File: src/rtl/router_input_buffer.sv
// Per-port input FIFO of the credit-based router: buffers flits, requests routing per header and
// streams each packet to the crossbar. Optional counters under ROUTER_INPUT_BUFFER_STATS_EN.
module router_input_buffer #(
  parameter int unsigned FLIT_WIDTH   = 16,
  parameter int unsigned BUFFER_DEPTH = 16
) (
  input  logic                  clock,
  input  logic                  reset,
  input  logic                  rx,
  input  logic [FLIT_WIDTH-1:0] data_in,
  output logic                  credit_o,
  output logic                  h,
  input  logic                  ack_h,
  output logic                  data_av,
  output logic [FLIT_WIDTH-1:0] data,
  input  logic                  data_ack,
  output logic                  sender
`ifdef ROUTER_INPUT_BUFFER_STATS_EN
  ,
  output logic [31:0]                   stat_pkts,
  output logic [$clog2(BUFFER_DEPTH):0] stat_hwm
`endif
);

  localparam int unsigned PtrW = $clog2(BUFFER_DEPTH);
  localparam int unsigned OccW = PtrW + 1;
  localparam logic [OccW-1:0] OccFull = OccW'(BUFFER_DEPTH);

  localparam logic [2:0] StIdle    = 3'd0;
  localparam logic [2:0] StReq     = 3'd1;
  localparam logic [2:0] StHeader  = 3'd2;
  localparam logic [2:0] StSize    = 3'd3;
  localparam logic [2:0] StPayload = 3'd4;

  logic [FLIT_WIDTH-1:0] mem_q [BUFFER_DEPTH];
  logic [PtrW-1:0]       wr_ptr_q, rd_ptr_q;
  logic [OccW-1:0]       occ_q, occ_d;
  logic [2:0]            state_q, state_d;
  logic [FLIT_WIDTH-1:0] cnt_q, cnt_d;
  logic                  empty, wr_en, pop, pkt_done;

  assign empty    = (occ_q == '0);
  assign credit_o = (occ_q != OccFull);
  assign wr_en    = rx & credit_o;
  assign pop      = data_av & data_ack;
  assign data     = empty ? '0 : mem_q[rd_ptr_q];

  assign h       = (state_q == StReq);
  assign sender  = (state_q == StHeader) | (state_q == StSize) | (state_q == StPayload);
  assign data_av = sender & ~empty;

  // A zero size flit closes the packet right after the size flit itself.
  assign pkt_done = pop & (((state_q == StSize) & (data == '0)) |
                           ((state_q == StPayload) & (cnt_q <= FLIT_WIDTH'(1))));

  always_comb begin
    state_d = state_q;
    cnt_d   = cnt_q;
    case (state_q)
      StIdle:   if (!empty) state_d = StReq;
      StReq:    if (ack_h) state_d = StHeader;
      StHeader: if (pop) state_d = StSize;
      StSize: begin
        if (pop) begin
          cnt_d   = data;
          state_d = pkt_done ? StIdle : StPayload;
        end
      end
      StPayload: begin
        if (pop) begin
          if (cnt_q != '0) cnt_d = cnt_q - FLIT_WIDTH'(1);
          if (pkt_done) state_d = StIdle;
        end
      end
      default: state_d = StIdle;
    endcase
  end

  always_comb begin
    occ_d = occ_q;
    case ({wr_en, pop})
      2'b10:   occ_d = occ_q + OccW'(1);
      2'b01:   occ_d = occ_q - OccW'(1);
      default: occ_d = occ_q;
    endcase
  end

  always_ff @(posedge clock or negedge reset) begin
    if (!reset) begin
      wr_ptr_q <= '0;
      rd_ptr_q <= '0;
      occ_q    <= '0;
      state_q  <= StIdle;
      cnt_q    <= '0;
    end else begin
      if (wr_en) wr_ptr_q <= wr_ptr_q + PtrW'(1);
      if (pop)   rd_ptr_q <= rd_ptr_q + PtrW'(1);
      occ_q   <= occ_d;
      state_q <= state_d;
      cnt_q   <= cnt_d;
    end
  end

  // Storage needs no reset: occupancy gates every read.
  always_ff @(posedge clock) begin
    if (wr_en) mem_q[wr_ptr_q] <= data_in;
  end

`ifdef ROUTER_INPUT_BUFFER_STATS_EN
  logic [31:0]     pkts_q;
  logic [OccW-1:0] hwm_q;

  always_ff @(posedge clock or negedge reset) begin
    if (!reset) begin
      pkts_q <= '0;
      hwm_q  <= '0;
    end else begin
      if (pkt_done) pkts_q <= pkts_q + 32'd1;
      if (occ_d > hwm_q) hwm_q <= occ_d;
    end
  end

  assign stat_pkts = pkts_q;
  assign stat_hwm  = hwm_q;
`endif

endmodule
File: config.mk
export PLATFORM = sky130hd
export DESIGN_NAME = router_input_buffer
export DESIGN_NICKNAME = d
export VERILOG_FILES = /design/src/rtl/router_input_buffer.sv
export SDC_FILE = /design/constraint.sdc
export NUM_CORES = 1
export LEC_CHECK = 0
export BUFFER_PORTS_ARGS = -buffer_cell sky130_fd_sc_hd__buf_2
export CORE_ASPECT_RATIO = 0.9
export CORE_UTILIZATION = 50
export CTS_CLUSTER_DIAMETER = 80
export DETAILED_ROUTE_END_ITERATION = 10
export PLACE_DENSITY_LB_ADDON = 0.25
export RECOVER_POWER = 100
export REMOVE_ABC_BUFFERS = 1
export SETUP_SLACK_MARGIN = 0.4
export SLEW_MARGIN = 20
export SYNTH_ARGS = -nofsm -noshare
export SYNTH_HDL_FRONTEND = slang
export SYNTH_SLANG_ARGS = --single-unit
File: constraint.sdc
create_clock -name clock -period 7.3 [get_ports clock]
set_input_delay 0 -clock clock [delete_from_list [all_inputs] [get_ports clock]]
set_output_delay 0 -clock clock [all_outputs]
set_load 0.05 [all_outputs]
Word-level counts from Yosys, hierarchy flattened
Memories as Yosys holds them, arrays and structs flattened.
Cells that the tools add are included.
{"block": "word_totals", "n_memories": 1, "inputBits": 21, "ram_bits": 256, "ff_bits": 32}
{"memory": "mem_q", "depth": 16, "word_bits": 16, "rd": 1, "rd_ports_with_merged_regs": 0, "write_ports": 1, "line_no": "35", "rtl": "logic [FLIT_WIDTH-1:0] mem_q [BUFFER_DEPTH];"}
{"block": "classes", "n_eq_ne": 14, "muxes": 16, "n_bitwise": 10, "magnitude_cmp": 1, "addsub": 5, "n_reduce_logical": 8}
{"operator": "16-bit 2-to-1 mux", "n": 4}
{"operator": "16-bit case mux with 2 select lines", "n": 1}
{"operator": "3-bit 2-to-1 mux", "n": 7}
{"operator": "16-bit by 1-bit less-or-equal comparator with 1-bit output, second input constant", "n": 1}
{"operator": "16-bit logical NOT", "n": 1}
{"operator": "16-bit nonzero test", "n": 1}
{"operator": "16-bit by 1-bit subtractor with 16-bit output, second input constant", "n": 1}
{"operator": "3-bit case mux with 5 select lines", "n": 1}
{"operator": "2-bit != test, second input constant", "n": 5}
{"operator": "5-bit case mux with 2 select lines", "n": 1}
{"operator": "4-bit by 1-bit adder with 4-bit output, second input constant", "n": 2}
{"operator": "1-bit bitwise AND", "n": 6}
{"operator": "3-bit by 2-bit equality test with 1-bit output, second input constant", "n": 2}
{"operator": "6-bit AND reduction", "n": 1}
{"operator": "5-bit by 1-bit adder with 5-bit output, second input constant", "n": 1}
{"operator": "5-bit logical NOT", "n": 1}
{"operator": "5-bit != test, second input constant", "n": 1}
{"operator": "5-bit by 1-bit subtractor with 5-bit output, second input constant", "n": 1}
{"operator": "2-bit by 1-bit != test with 1-bit output, second input constant", "n": 2}
{"operator": "4-bit AND reduction", "n": 1}
{"operator": "2-bit nonzero test", "n": 2}
{"operator": "3-bit by 1-bit equality test with 1-bit output, second input constant", "n": 1}
{"operator": "3-bit equality test, second input constant", "n": 1}
{"operator": "3-bit logical NOT", "n": 1}
{"operator": "5 further kinds", "n": 8}

Depth between registers and ports, before layout
{"block": "logic_depth", "depth_word": 9, "mapped_depth": 12, "depth_no_buf": 11}

Worst setup path after synthesis
Ideal clock, no wire load.
{"block": "synth_timing", "kind": "register -> register", "startpoint": "register state_q[0]", "endpoint": "register occ_q[4]", "setup_time_ns": 0.125, "arrival_time_ns": 3.182, "path_stages_with_launch": 13, "setup_slack_ns": 3.993, "path_cell_list": "dfrtp_1 > clkbuf_1 > or3b_1 > o21ai_1 > nand3_1 > inv_2 > ha_1 > ha_1 > a21o_1 > a21oi_1 > xor2_1 > nor2_1 > xor2_1"}
{"block": "synth_via", "elab_chain_len": 7, "word_cells_on_any_way": 11, "cone_classes": "eq/ne (5); mux (1); bitwise (4); reduce/logical (1)"}
{"element": "from (decl)", "line_no": "38", "rtl": "logic [2:0] state_q, state_d;"}
{"element": "from (signal assigned)", "line_no": "93", "rtl": "state_q <= StIdle;"}
{"element": "from (signal assigned)", "line_no": "99", "rtl": "state_q <= state_d;"}
{"element": "3-bit by 2-bit equality test with 1-bit output", "line_no": "49", "rtl": "assign sender = (state_q == StHeader) | (state_q == StSize) | (state_q == StPayload);"}
{"element": "1-bit OR", "line_no": "49"}
{"element": "1-bit OR (*)", "line_no": "49"}
{"element": "via sender", "line_no": "17", "rtl": "output logic sender"}
{"element": "1-bit bitwise AND (*)", "line_no": "50", "rtl": "assign data_av = sender & ~empty;"}
{"element": "1-bit bitwise AND (*)", "line_no": "45", "rtl": "assign pop = data_av & data_ack;"}
{"element": "via pop", "line_no": "40", "rtl": "logic empty, wr_en, pop, pkt_done;"}
{"element": "2-bit by 1-bit equality test with 1-bit output or 2-bit equality test (tied branches)", "line_no": "81", "rtl": "case ({wr_en, pop})"}
{"element": "5-bit case mux with 2 select lines or 2-bit nonzero test (tied branches)"}
{"element": "to (signal assigned)", "line_no": "92", "rtl": "occ_q <= '0;"}
{"element": "to (signal assigned)", "line_no": "98", "rtl": "occ_q <= occ_d;"}
{"element": "to (decl)", "line_no": "37", "rtl": "logic [OccW-1:0] occ_q, occ_d;"}
Mark *: on every way through the listed nets, which the timed path passes. The rest lies on a longest branch.
A chain may end at the register's enable or synchronous reset.

Worst setup path after layout
{"block": "layout_timing", "startpoint": "register rd_ptr_q[0]", "endpoint": "output port data[6]"}
{"block": "layout_via", "elab_chain_len": 2}
{"element": "from (decl)", "line_no": "36", "rtl": "logic [PtrW-1:0] wr_ptr_q, rd_ptr_q;"}
{"element": "from (signal assigned)", "line_no": "97", "rtl": "if (pop) rd_ptr_q <= rd_ptr_q + PtrW'(1);"}
{"element": "memory read 16 x 16 bit"}
{"element": "16-bit 2-to-1 mux", "line_no": "46", "rtl": "assign data = empty ? '0 : mem_q[rd_ptr_q];"}
{"element": "to (decl)", "line_no": "15", "rtl": "output logic [FLIT_WIDTH-1:0] data,"}
Every way passes these cells.

==> metrics.yaml <==
outcome:
  status: "finished with violations"
  violations_in_the_final_reports: "max-capacitance violations, max-slew violations"
synth:
  mux_cell_area_share_after_synthesis_pct: 12.40
  ys_warn_count: 0
  postSynthCellCount: 657
  async_reset_ff_share_pct: 11.11
  mappedNetlistArea_mm2: 0.01172
  synthesis.area_per_instance_um2: 17.83
  synth_most_common_cell: "sky130_fd_sc_hd__edfxtp_1"
  synth_adder_area_share_pct: 1.452
  ys_top_cells_by_area: "sky130_fd_sc_hd__edfxtp_1 66%, sky130_fd_sc_hd__mux4_2 12%, sky130_fd_sc_hd__dfrtp_1 6.8%"
  combinational_family_with_the_most_area_after_synthesis: "multiplexers"
  synth-edff-count: 256
  ys_ff_latch: 288
  synth-xor-area-share_pct: 0.8222
  ys_top_cells_by_count: "256 x sky130_fd_sc_hd__edfxtp_1, 64 x sky130_fd_sc_hd__mux4_2, 38 x sky130_fd_sc_hd__nor2_1"
  seq_area_frac_synth_pct: 72.44
  area_fraction_in_compound_gates_after_synthesis_pct: 6.279
  synth_top_area_share_pct: 65.61
  post-synth-top-area-cell: "sky130_fd_sc_hd__edfxtp_1"
  synthDistinctLibCells: 49
  synth_simple_gate_area_share_pct: 4.773
  dominantRegCellSynth: "sky130_fd_sc_hd__edfxtp_1"
die:
  row_count: 52
  pin_count: 41
  floorplan.die_area_mm2: 0.02405
  chipHeight_um: 147.2
  starting_density_of_the_core_pct: 51.60
  core_area_mm2: 0.02271
  floorplan.die.width_um: 163.4
pwr:
  power.static_leakage_nw: 4.347
  power_per_cell_area_mw_per_mm2: 429.3
  irDropWorstVdd_uv: 465.1
clock_network:
  clock_tree_from_tritoncts: "yes"
  clk_root_buffer_cell: "sky130_fd_sc_hd__clkbuf_16"
  cts_inserted_buffers: 28
  cts-resized-gates: 0
  clk_pin_slew_ns: 0.06
  clkLatencyLatePin_ns: 0.54
  clock_tree.buffer_depth: 3
  cts-htree-levels: 1
  numClockSinks: 288
global_route:
  grt_max_degree: 68
  globalRouteOverflowTotal: 0
  grt_util_all_layers_pct: 23.47
  grt_first_pass_wirelength_um: 40860
  grt_pass1_vias: 6545
  antenna_found_initial: 0
placed_design:
  dp_hpwl_um: 15330
  numPortBuffers: 40
  gp_congestion: 0.9082
  post-place-cells: 981
timing:
  timing.max_slew.rel_slack_pct: -22.73
  clock_skew_ns: 0.01533
  number_of_max_slew_violations_in_the_final_report: 213
  final.min_clock_period_ns: 4.450
  timing.final.crit_share_pct: 60.96
  finalSetupViolCount: 0
  setup-tns-final_ns: 0
  worstMarginPinSlew_ns: 1.841
  finalHoldViolCount: 0
  setup_repair_after_global_routing_missed_its_margin: "no"
  holdWs_ns: 0.3185
  max_clock_freq_mhz: 224.7
worst_setup_path:
  worst_ep_arrival_time_ns: 4.45
  timing.setup.critical_path_class: "flip-flop to primary output"
  endpoint_kind: "primary output"
  critical_path.most_common_cell: "sky130_fd_sc_hd__nor2_1"
  timing.critical_path.cells: "buf_4, mux4_2, a22o_1, nor2_1, nor2_1, clkbuf_1"
  r2r_end: "state_q[2]"
  cpMaxStageDelayCell: "sky130_fd_sc_hd__dfrtp_1"
  r2r_start: "rd_ptr_q[0]"
  worst_r2r_path_depth: 7
  worstPathRequired_ns: 7.30
  critical-path-max-stage-delay_ns: 1.42
  r2r_setup_slack_ns: 3.10
  cp-start-kind: "flip-flop"
  worst-path-max-fanout: 41
route:
  detail_route.first_pass.iterations: 5
  drtAntennaViolNets: 0
  vias_per_cell: 6.250
  num_vias: 6550
  drc_violation_total_after_the_first_tritonroute_iteration: 867
  drt-total-wl_um: 27020
  post_drt_wl_per_cell_um: 25.78
  drc: 0
hold_path:
  worst_hold_startpoint: "ack_h"
  worst_hold_path.num_cells: 4
  worst_hold_path_type: "primary input to flip-flop"
  whs_endpoint: "state_q[1]"
final_layout:
  post_route_cells_drive_above_1_share_pct: 16.91
  num_antenna_cells: 0
  finish.net_count: 768
  number_of_standard_cells_in_the_final_layout_excluding_fillers: 1048
  fillerInstances: 1701
  area_growth_syn_to_layout_pct: 13.21
job:
  maxCapViolCount: 12
## cells in the final DEF, fill, tap and decap left out, drive strengths merged, types with 7 or more instances in the layout
master / instances
a21oi: 36
a22oi: 32
buf: 11
clkbuf: 82
clkinv: 12
dfrtp: 32
dlygate4sd3: 20
edfxtp: 256
ha: 12
inv: 9
mux4: 64
nand2: 34
nand3: 8
nor2: 38
nor3: 12
nor4: 7
o21ai: 32
xnor2: 8
## stage by stage
step	util [%]	power [mW]	cell area, um^2	worst slack [ns]
floorplan	-	3.733	11540	2.788
global placement	54.31	4.334	12330	3.861
detailed placement	54.31	4.389	12330	3.812
CTS	59.05	5.777	13410	3.606
global route	58.42	5.955	13270	2.481
finish	58.42	5.695	13270	2.850
## logic make-up (layout without fill, tap and decap cells)
| group | Yosys count | count (layout) |
|---|---|---|
| compound gates | 118 | 118 |
| xor+xnor | 11 | 11 |
| fa+ha+maj | 13 | 13 |
| buf+inv | 44 | 138 |
| flops | 288 | 288 |
| mux | 65 | 65 |
| simple gates | 118 | 118 |
## per-layer routing
| layer | share of wire [%] | GRT usage, % | up-vias |
|---|---|---|---|
| li1 | - | - | 2808 |
| met1 | 41 | 33.66 | 3374 |
| met2 | 48 | 37.50 | 320 |
| met3 | 8.6 | 4.433 | 48 |
| met4 | 2.0 | 5.374 | 0 |
| met5 | 0 | 0 | - |
## report_power, final
part,internal (mW),leakage [nW],switching (mW)
logic,0.700,1.21,1.41
registers,2.03,2.70,0.176
clock network,0.802,0.427,0.580
## cell type report
class	count	area (um^2)	area share (%)
timing repair buffer	82	459.2	3.462
inverter	9	33.78	0.2547
tap	297	371.6	2.801
clock buffer	31	711.9	5.367
clock inverter	16	162.7	1.226
sequential	288	8489	64.00
multi-input combinational	325	3037	22.89
## state kept, by name (all words and copies together), names as in the netlist
| signal | cells |
|---|---|
| mem_q | 256 |
| cnt_q | 16 |
| occ_q | 5 |
| rd_ptr_q | 4 |
| wr_ptr_q | 4 |
| state_q | 3 |
## critical path: cells and delay by family, from the launching register on
| family | cells | cell delay, ns |
|---|---|---|
| compound gates | 1 | 0.24 |
| buf+inv | 2 | 1.16 |
| mux | 1 | 0.60 |
| flops | 1 | 1.42 |
| simple gates | 2 | 0.46 |
## what timing repair did
| action | in CTS | in global routing |
|---|---|---|
| setup buffers | 0 | 0 |
| hold buffers | 20 | 0 |
| hold endpoints to repair | 292 | 0 |
## worst max path at each step
stage | from | slack, ns | depth (start not counted) | end
6_report | rd_ptr_q[0] | 2.85 | 6 | data[6]
3_5_place_dp | state_q[0] | 3.81 | 11 | occ_q[4]
2_1_floorplan | rd_ptr_q[0] | 2.79 | 6 | cnt_q[10]
3_3_place_gp | rd_ptr_q[0] | 3.86 | 7 | state_q[2]
5_1_grt | rd_ptr_q[0] | 2.48 | 6 | data[6]
4_1_cts | rd_ptr_q[0] | 3.61 | 6 | data[6]
(Power assumes the default switching activity.)
